<file path="config.mk">
export PLATFORM = sky130hd
export DESIGN_NAME = pipe_hazard_ctrl
export DESIGN_NICKNAME = d
export VERILOG_FILES = /design/src/rtl/pipe_hazard_ctrl.sv
export SDC_FILE = /design/constraint.sdc
export NUM_CORES = 1
export LEC_CHECK = 0
export BUFFER_PORTS_ARGS = -buffer_cell sky130_fd_sc_hd__buf_2
export CORE_AREA = 2 2 69 71
export DETAILED_ROUTE_END_ITERATION = 7
export DIE_AREA = 0 0 71 73
export HOLD_SLACK_MARGIN = 0.02
export MAX_ROUTING_LAYER = met4
export PLACE_DENSITY = 0.65
export SLEW_MARGIN = 20
export SYNTH_ARGS = -nofsm -noshare
export SYNTH_HDL_FRONTEND = slang
export SYNTH_SLANG_ARGS = --single-unit
</file>
<file path="constraint.sdc">
create_clock -name clk -period 1.8 [get_ports clk]
set_clock_uncertainty 0.15 [all_clocks]
set_input_delay 0.27 -clock clk [delete_from_list [all_inputs] [get_ports clk]]
set_output_delay 0.27 -clock clk [all_outputs]
set_load 0.02 [all_outputs]
</file>
<file path="src/rtl/pipe_hazard_ctrl.sv">
// pipe_hazard_ctrl: load-use stall, taken-branch flush and mult/div occupancy control
//   clk, rst_n                 pipeline clock, async active-low reset
//   Id_Rs, Id_Rt, Id_UsesRt    source operands of the instruction in ID
//   Ex_MemRead, Ex_Rw          EX instruction is a load / its destination
//   Ex_MulDiv, Ex_BranchTaken  EX instruction is mult/div / branch resolved taken
//   PC_Wr, IfId_Wr, IdEx_Wr    pipeline register write-enables (1 = advance)
//   IfId_Flush, IdEx_Flush, ExMem_Flush  load a bubble into that register
//   md_go, md_sel, md_busy     mult/div start pulse, result select, occupancy
//   stall_cnt                  saturating count of cycles with PC_Wr=0
module pipe_hazard_ctrl #(
    parameter int MD_LAT = 32,
    parameter int CNT_W  = $clog2(MD_LAT)
) (
    input  logic        clk,
    input  logic        rst_n,
    input  logic [4:0]  Id_Rs,
    input  logic [4:0]  Id_Rt,
    input  logic        Id_UsesRt,
    input  logic        Ex_MemRead,
    input  logic [4:0]  Ex_Rw,
    input  logic        Ex_MulDiv,
    input  logic        Ex_BranchTaken,
    output logic        PC_Wr,
    output logic        IfId_Wr,
    output logic        IdEx_Wr,
    output logic        IfId_Flush,
    output logic        IdEx_Flush,
    output logic        ExMem_Flush,
    output logic        md_go,
    output logic        md_sel,
    output logic        md_busy,
    output logic [15:0] stall_cnt
);
    typedef enum logic [1:0] {IDLE, BUSY, DONE} state_t;
    state_t state, state_nx;
    logic [CNT_W-1:0] cnt, cnt_nx;
    logic load_use, hold, br, lu;

    assign load_use = Ex_MemRead && Ex_Rw != 5'd0 &&
                      (Ex_Rw == Id_Rs || (Id_UsesRt && Ex_Rw == Id_Rt));

    always_ff @(posedge clk or negedge rst_n) begin
        if (!rst_n) begin
            state     <= IDLE;
            cnt       <= '0;
            stall_cnt <= '0;
        end else begin
            state <= state_nx;
            cnt   <= cnt_nx;
            if (!PC_Wr && stall_cnt != 16'hFFFF) stall_cnt <= stall_cnt + 16'd1;
        end
    end

    // The first mult/div cycle is spent in IDLE, so BUSY lasts MD_LAT-2 cycles before DONE.
    always_comb begin
        state_nx = state;
        cnt_nx   = cnt;
        case (state)
            IDLE: if (Ex_MulDiv) begin
                state_nx = MD_LAT > 2 ? BUSY : DONE;
                cnt_nx   = MD_LAT > 2 ? CNT_W'(MD_LAT - 2) : '0;
            end
            BUSY: begin
                cnt_nx   = cnt - 1'b1;
                state_nx = cnt == CNT_W'(1) ? DONE : BUSY;
            end
            default: state_nx = IDLE;
        endcase
    end

    // While EX is occupied by mult/div every other hazard is masked; branch beats load-use.
    always_comb begin
        hold        = (state == IDLE && Ex_MulDiv) || state == BUSY;
        br          = !hold && Ex_BranchTaken;
        lu          = !hold && !Ex_BranchTaken && load_use;
        PC_Wr       = !hold && !lu;
        IfId_Wr     = !hold && !lu;
        IdEx_Wr     = !hold;
        IfId_Flush  = br;
        IdEx_Flush  = br || lu;
        ExMem_Flush = hold;
        md_go       = state == IDLE && Ex_MulDiv;
        md_sel      = state == DONE;
        md_busy     = state != IDLE;
    end
endmodule

</file>
Word-level counts from Yosys, hierarchy flattened. Cells that the tools add are included.

Multiplexer cells: 5. Div/mod/pow operators: 0. Bitwise logic cells: 0. $add $sub $neg: 2. $lt $le $gt $ge: 0. Shifts and indexed selects: 0. Reductions and logical operators: 21. Eq/ne operators: 7. Multiply operators: 0.

Operator list (count): adder 16 x 1 -> 16 bit (second input constant) (1); inequality test 16 bit (second input constant) (1); equality test 5 bit (2); one-hot mux 5 bit (2 select lines) (1); logical AND 1 bit (9); equality test 5 x 1 -> 1 bit (second input constant) (1); two-way mux 5 bit (1); nonzero test 5 bit (1); subtractor 5 x 1 -> 5 bit (second input constant) (1); zero test 1 bit (4); two-way mux 2 bit (2); one-hot mux 2 bit (2 select lines) (1); nonzero test 2 bit (2); logical OR 1 bit (3); equality test 2 x 1 -> 1 bit (second input constant) (1); equality test 2 bit (second input constant) (1); zero test 2 bit (1); inequality test 2 bit (second input constant) (1); AND reduction 2 bit (1).

Memory bits (writable): 0. Input bits: 21. Output and inout port bits: 25. Memory bits (read-only): 0. Memories kept: 0. Register bits after elaboration: 23. Word-level logic and storage cells: 38. Bits in latches: 0.

Logic depth before layout (Yosys ltp).
Depth after elaboration: 10. Mapped depth: 7. Mapped depth without buffers: 7.

Least setup slack after synthesis. OpenSTA, ideal clock, no wires.

Kind: register -> output. Start: register state[0]. End: output port PC_Wr. Arrival: 1653 ps. Buffers on the path: 2. Data required time: 1380 ps. Stages on the path, launching flop included: 5. Slack: -273 ps. Path through: dfrtp_1 > o21ai_1 > o31a_1 > buf_6 > buf_4.

Word-level cells in the longest chain between the ends: 8.

Ends and longest elaborated chain: from (decl) (RTL line 35) `state_t state, state_nx;`; from (signal assigned) (RTL line 48) `state <= state_nx;`; zero test 2 bit (RTL line 73) `hold = (state == IDLE && Ex_MulDiv) || state == BUSY;`; logical AND 1 bit (RTL line 73); logical OR 1 bit * (RTL line 73); zero test 1 bit *; via IdEx_Wr (RTL line 25) `output logic IdEx_Wr,`; logical AND 1 bit (2 in a row) (RTL line 75) `lu = !hold && !Ex_BranchTaken && load_use;`; zero test 1 bit (RTL line 76) `PC_Wr = !hold && !lu;`; logical AND 1 bit * (RTL line 76); to (decl) (RTL line 23) `output logic PC_Wr,`.

Mark *: on every way through the listed nets, which the timed path passes. The rest lies on a longest branch.

Worst setup path after layout.
Start: input port Ex_Rw[4]. End: output port IfId_Wr.

Word-level cells in the longest chain between the ends: 7.

Ends and longest elaborated chain: from (decl) (RTL line 20) `input logic [4:0] Ex_Rw,`; equality test 5 bit (RTL line 40) `(Ex_Rw == Id_Rs || (Id_UsesRt && Ex_Rw == Id_Rt));`; logical AND 1 bit (RTL line 40); logical OR 1 bit (RTL line 40); logical AND 1 bit * (RTL line 39) `assign load_use = Ex_MemRead && Ex_Rw != 5'd0 &&`; logical AND 1 bit * (RTL line 75); zero test 1 bit * (RTL line 77) `IfId_Wr = !hold && !lu;`; logical AND 1 bit * (RTL line 77); to (decl) (RTL line 24) `output logic IfId_Wr,`.

Every way passes the cells marked *; elsewhere a longest branch is shown, timed or not.

==> run summary <==
post-route ant nets: 0
XOR/XNOR Fraction of Synth Area: 16.9%
fmax: 487 MHz
Core Box Area: 4540 um^2
RSZ-0062 raised after global routing: true
IO Port Bufs: 45
CTS Buf Count: 3
max-slew violations: 0
drt initial violations: 33
adder-cell share of the synthesized area: 2.89%
CP cell instances: buf_6 -> buf_6 -> or4_4 -> o21ai_2 -> o31a_1 -> buf_6 -> buf_6 -> buf_6
row count: 25
Post-route DRC: 0
WP data required: 1380 ps
Leakage: 0.00111 uW
clk_lat worst skew: 270 ps
die area: 5180 um^2
CP Class: primary input to primary output
Mapped Area: 1300 um^2
Most common cell on crit path: buf_6
Post-synth EDFFs: 0
maximum number of pins on one net before global-route repair: 24
layout cells sized above 1: 58.3%
Slew @ Worst Pin: 529 ps
total number of vias: 1261
Slowest-stage cell, CP: or4_4
worst-path maximum fanout: 3
top cell type by total area after synthesis: dfrtp_1
Area contributors post-synth: dfrtp_1 44%, xor2_1 14%, nand2_1 3.5%, ha_1 2.9%, nor4_2 2.9%
minimum clock period: 2050 ps
n_diodes: 0
slowest cell delay on critical path: 520 ps
total power: 2570 uW
setup ws final: -254 ps
Final setup viols: 19
post-synthesis compound-gate area fraction: 4.24%
Syn-to-layout area delta: 77.6%
simple-gate portion of the synthesized area: 24.9%
die width: 71 um
initial antenna violation count: 0
Avg Vias per Cell: 4.64
HP Class: primary input to flop
first-pass GRT wire length: 5940 um
Reg2Reg Depth: 8
Sink Count: 23
# Max-Cap Violations: 0
Clock Path Buffers: 2
DR WL/cell: 13.3 um
Root Driver: clkbuf_8
outcome: finished, violations left
Mapped Cells: 126
Starting Density: 28.6%
Pre-antenna DRT Iters: 4
fill count: 401
CTS tree: yes
PwrDens: 1110 nW/um^2
vias in the first global route: 1356
Clk pin slew, worst setup/hold paths: 90 ps
Async SR Flop Fraction: 100%
Slew HR: 64.7%
Seq/Total Area, Yosys: 44.4%
gpl congestion: 0.753
failing checks: negative setup slack
Crit. End Element: primary output
Post-DP HPWL: 2580 um
Worst VDD drop: 0.498 mV
Worst EP arrival: 1630 ps
synth warn: 0
nets: 243
IO Pins: 46
Post-synth top flop: dfrtp_1
CTS H-tree lvls: 1
mux share of post-synthesis cell area: 2.60%
total gr overflow: 0
die height: 73 um
hold path depth: 3
type of origin of the critical path: primary input
Synth Register Bits: 23
Reg2Reg Setup Slack: -150 ps
main combinational cell family by area after synthesis: simple AND/OR/NAND/NOR gates
final hold viol count: 0
post-route core utilization: 50.8%
number of distinct library cells after synthesis: 31
final wirelength: 3620 um
syn nets: 150
GRT Total Usage: 14.6%
Avg Inst Size Synth: 10.3 um^2
top cell type's share of synthesized area: 44.4%
fin crit share: 114%
[critical path, delay by kind of cell]
family | cells | cell delay (ps)
compound gates | 2 | 310
simple gates | 1 | 520
buf+inv | 5 | 540
[final timing paths]
kind / start / to
max: Ex_Rw[4] / IfId_Wr
min: Ex_MulDiv / cnt[3]
max reg2reg: stall_cnt[9] / stall_cnt[11]
min reg2reg: cnt[4] / cnt[4]
max in group asynchronous: rst_n / stall_cnt[7]
min in group asynchronous: rst_n / stall_cnt[4]
[power by group]
part	switching, uW	total, uW	internal [uW]
sequential	110	806	695
combinational	726	1420	697
clock	183	340	157
total	1020	2570	1550
[placed cells by master (no fill, tap or decap), drive strengths merged, types with 2 or more instances in the layout]
cell type and n:
a32oi 2, and2 2, and3 3, buf 90
clkbuf 3, dfrtp 23, ha 3, inv 8
mux2 3, nand2 12, nand3 4, nand4 2
nor2 8, nor2b 2, nor3 7, nor4 6
nor4b 4, o21ai 3, xnor2 4, xor2 21
[cells in the mapped netlist, types with 2 or more instances]
cell / n
nand2_1: 12
xor2_1: 21
ha_1: 3
nand3_1: 4
nor4_1: 2
nor4b_1: 3
nor4_2: 3
and3_1: 3
o21ai_0: 2
a32oi_1: 2
nor3_1: 7
nand4_1: 2
nor2_1: 8
nor2b_1: 2
mux2_2: 3
inv_1: 8
and2_1: 2
xnor2_1: 4
dfrtp_1: 23
[per-stage QoR]
stage	hold slack (ps)	std cells	TNS (ps)	area, um^2	worst slack (ps)
floorplan	-176	126	-2110	1390	-196
global placement	126	257	-7010	1910	-500
detailed placement	127	257	-7530	1910	-518
CTS	169	267	-3130	2200	-270
global route	132	272	-3800	2300	-290
finish	117	272	-2650	2300	-254
[timing repair]
action                                  CTS  global route
hold buffers                              1             0
buffers inserted                          5             5
endpoints found under the setup margin   19            20
endpoints found under the hold margin    23             0
gates resized for setup                  38            14
pin swaps                                25            18
[kinds of logic (layout without fill, tap and decap cells)]
group / count (synthesis) / after routing
fa+ha+maj: 3 / 3
simple gates: 53 / 53
flops: 23 / 23
xor+xnor: 25 / 25
mux: 3 / 3
compound gates: 8 / 8
buf+inv: 11 / 103
[area by class of cell]
type                       count  area (um^2)  share of cell area [%]
clock buffer                   3         41.3                    1.79
clock inverter                 1         7.51                   0.326
inverter                       8         30.0                    1.30
multi-input combinational     92          850                    36.9
sequential                    23          583                    25.3
tap                           54         67.6                    2.93
timing repair buffer          91          726                    31.5
[layer usage]
layer  global-route usage, %  wire length [um]
met5                       -                 0
met4                    2.73                16
met3                    2.07               164
met2                    26.8              1960
met1                    17.1              1480
[registers in the layout (all words and copies together) (netlist names)]
name / count
stall_cnt: 16
cnt: 5
state: 2
Power figures use the tool's default switching activity.
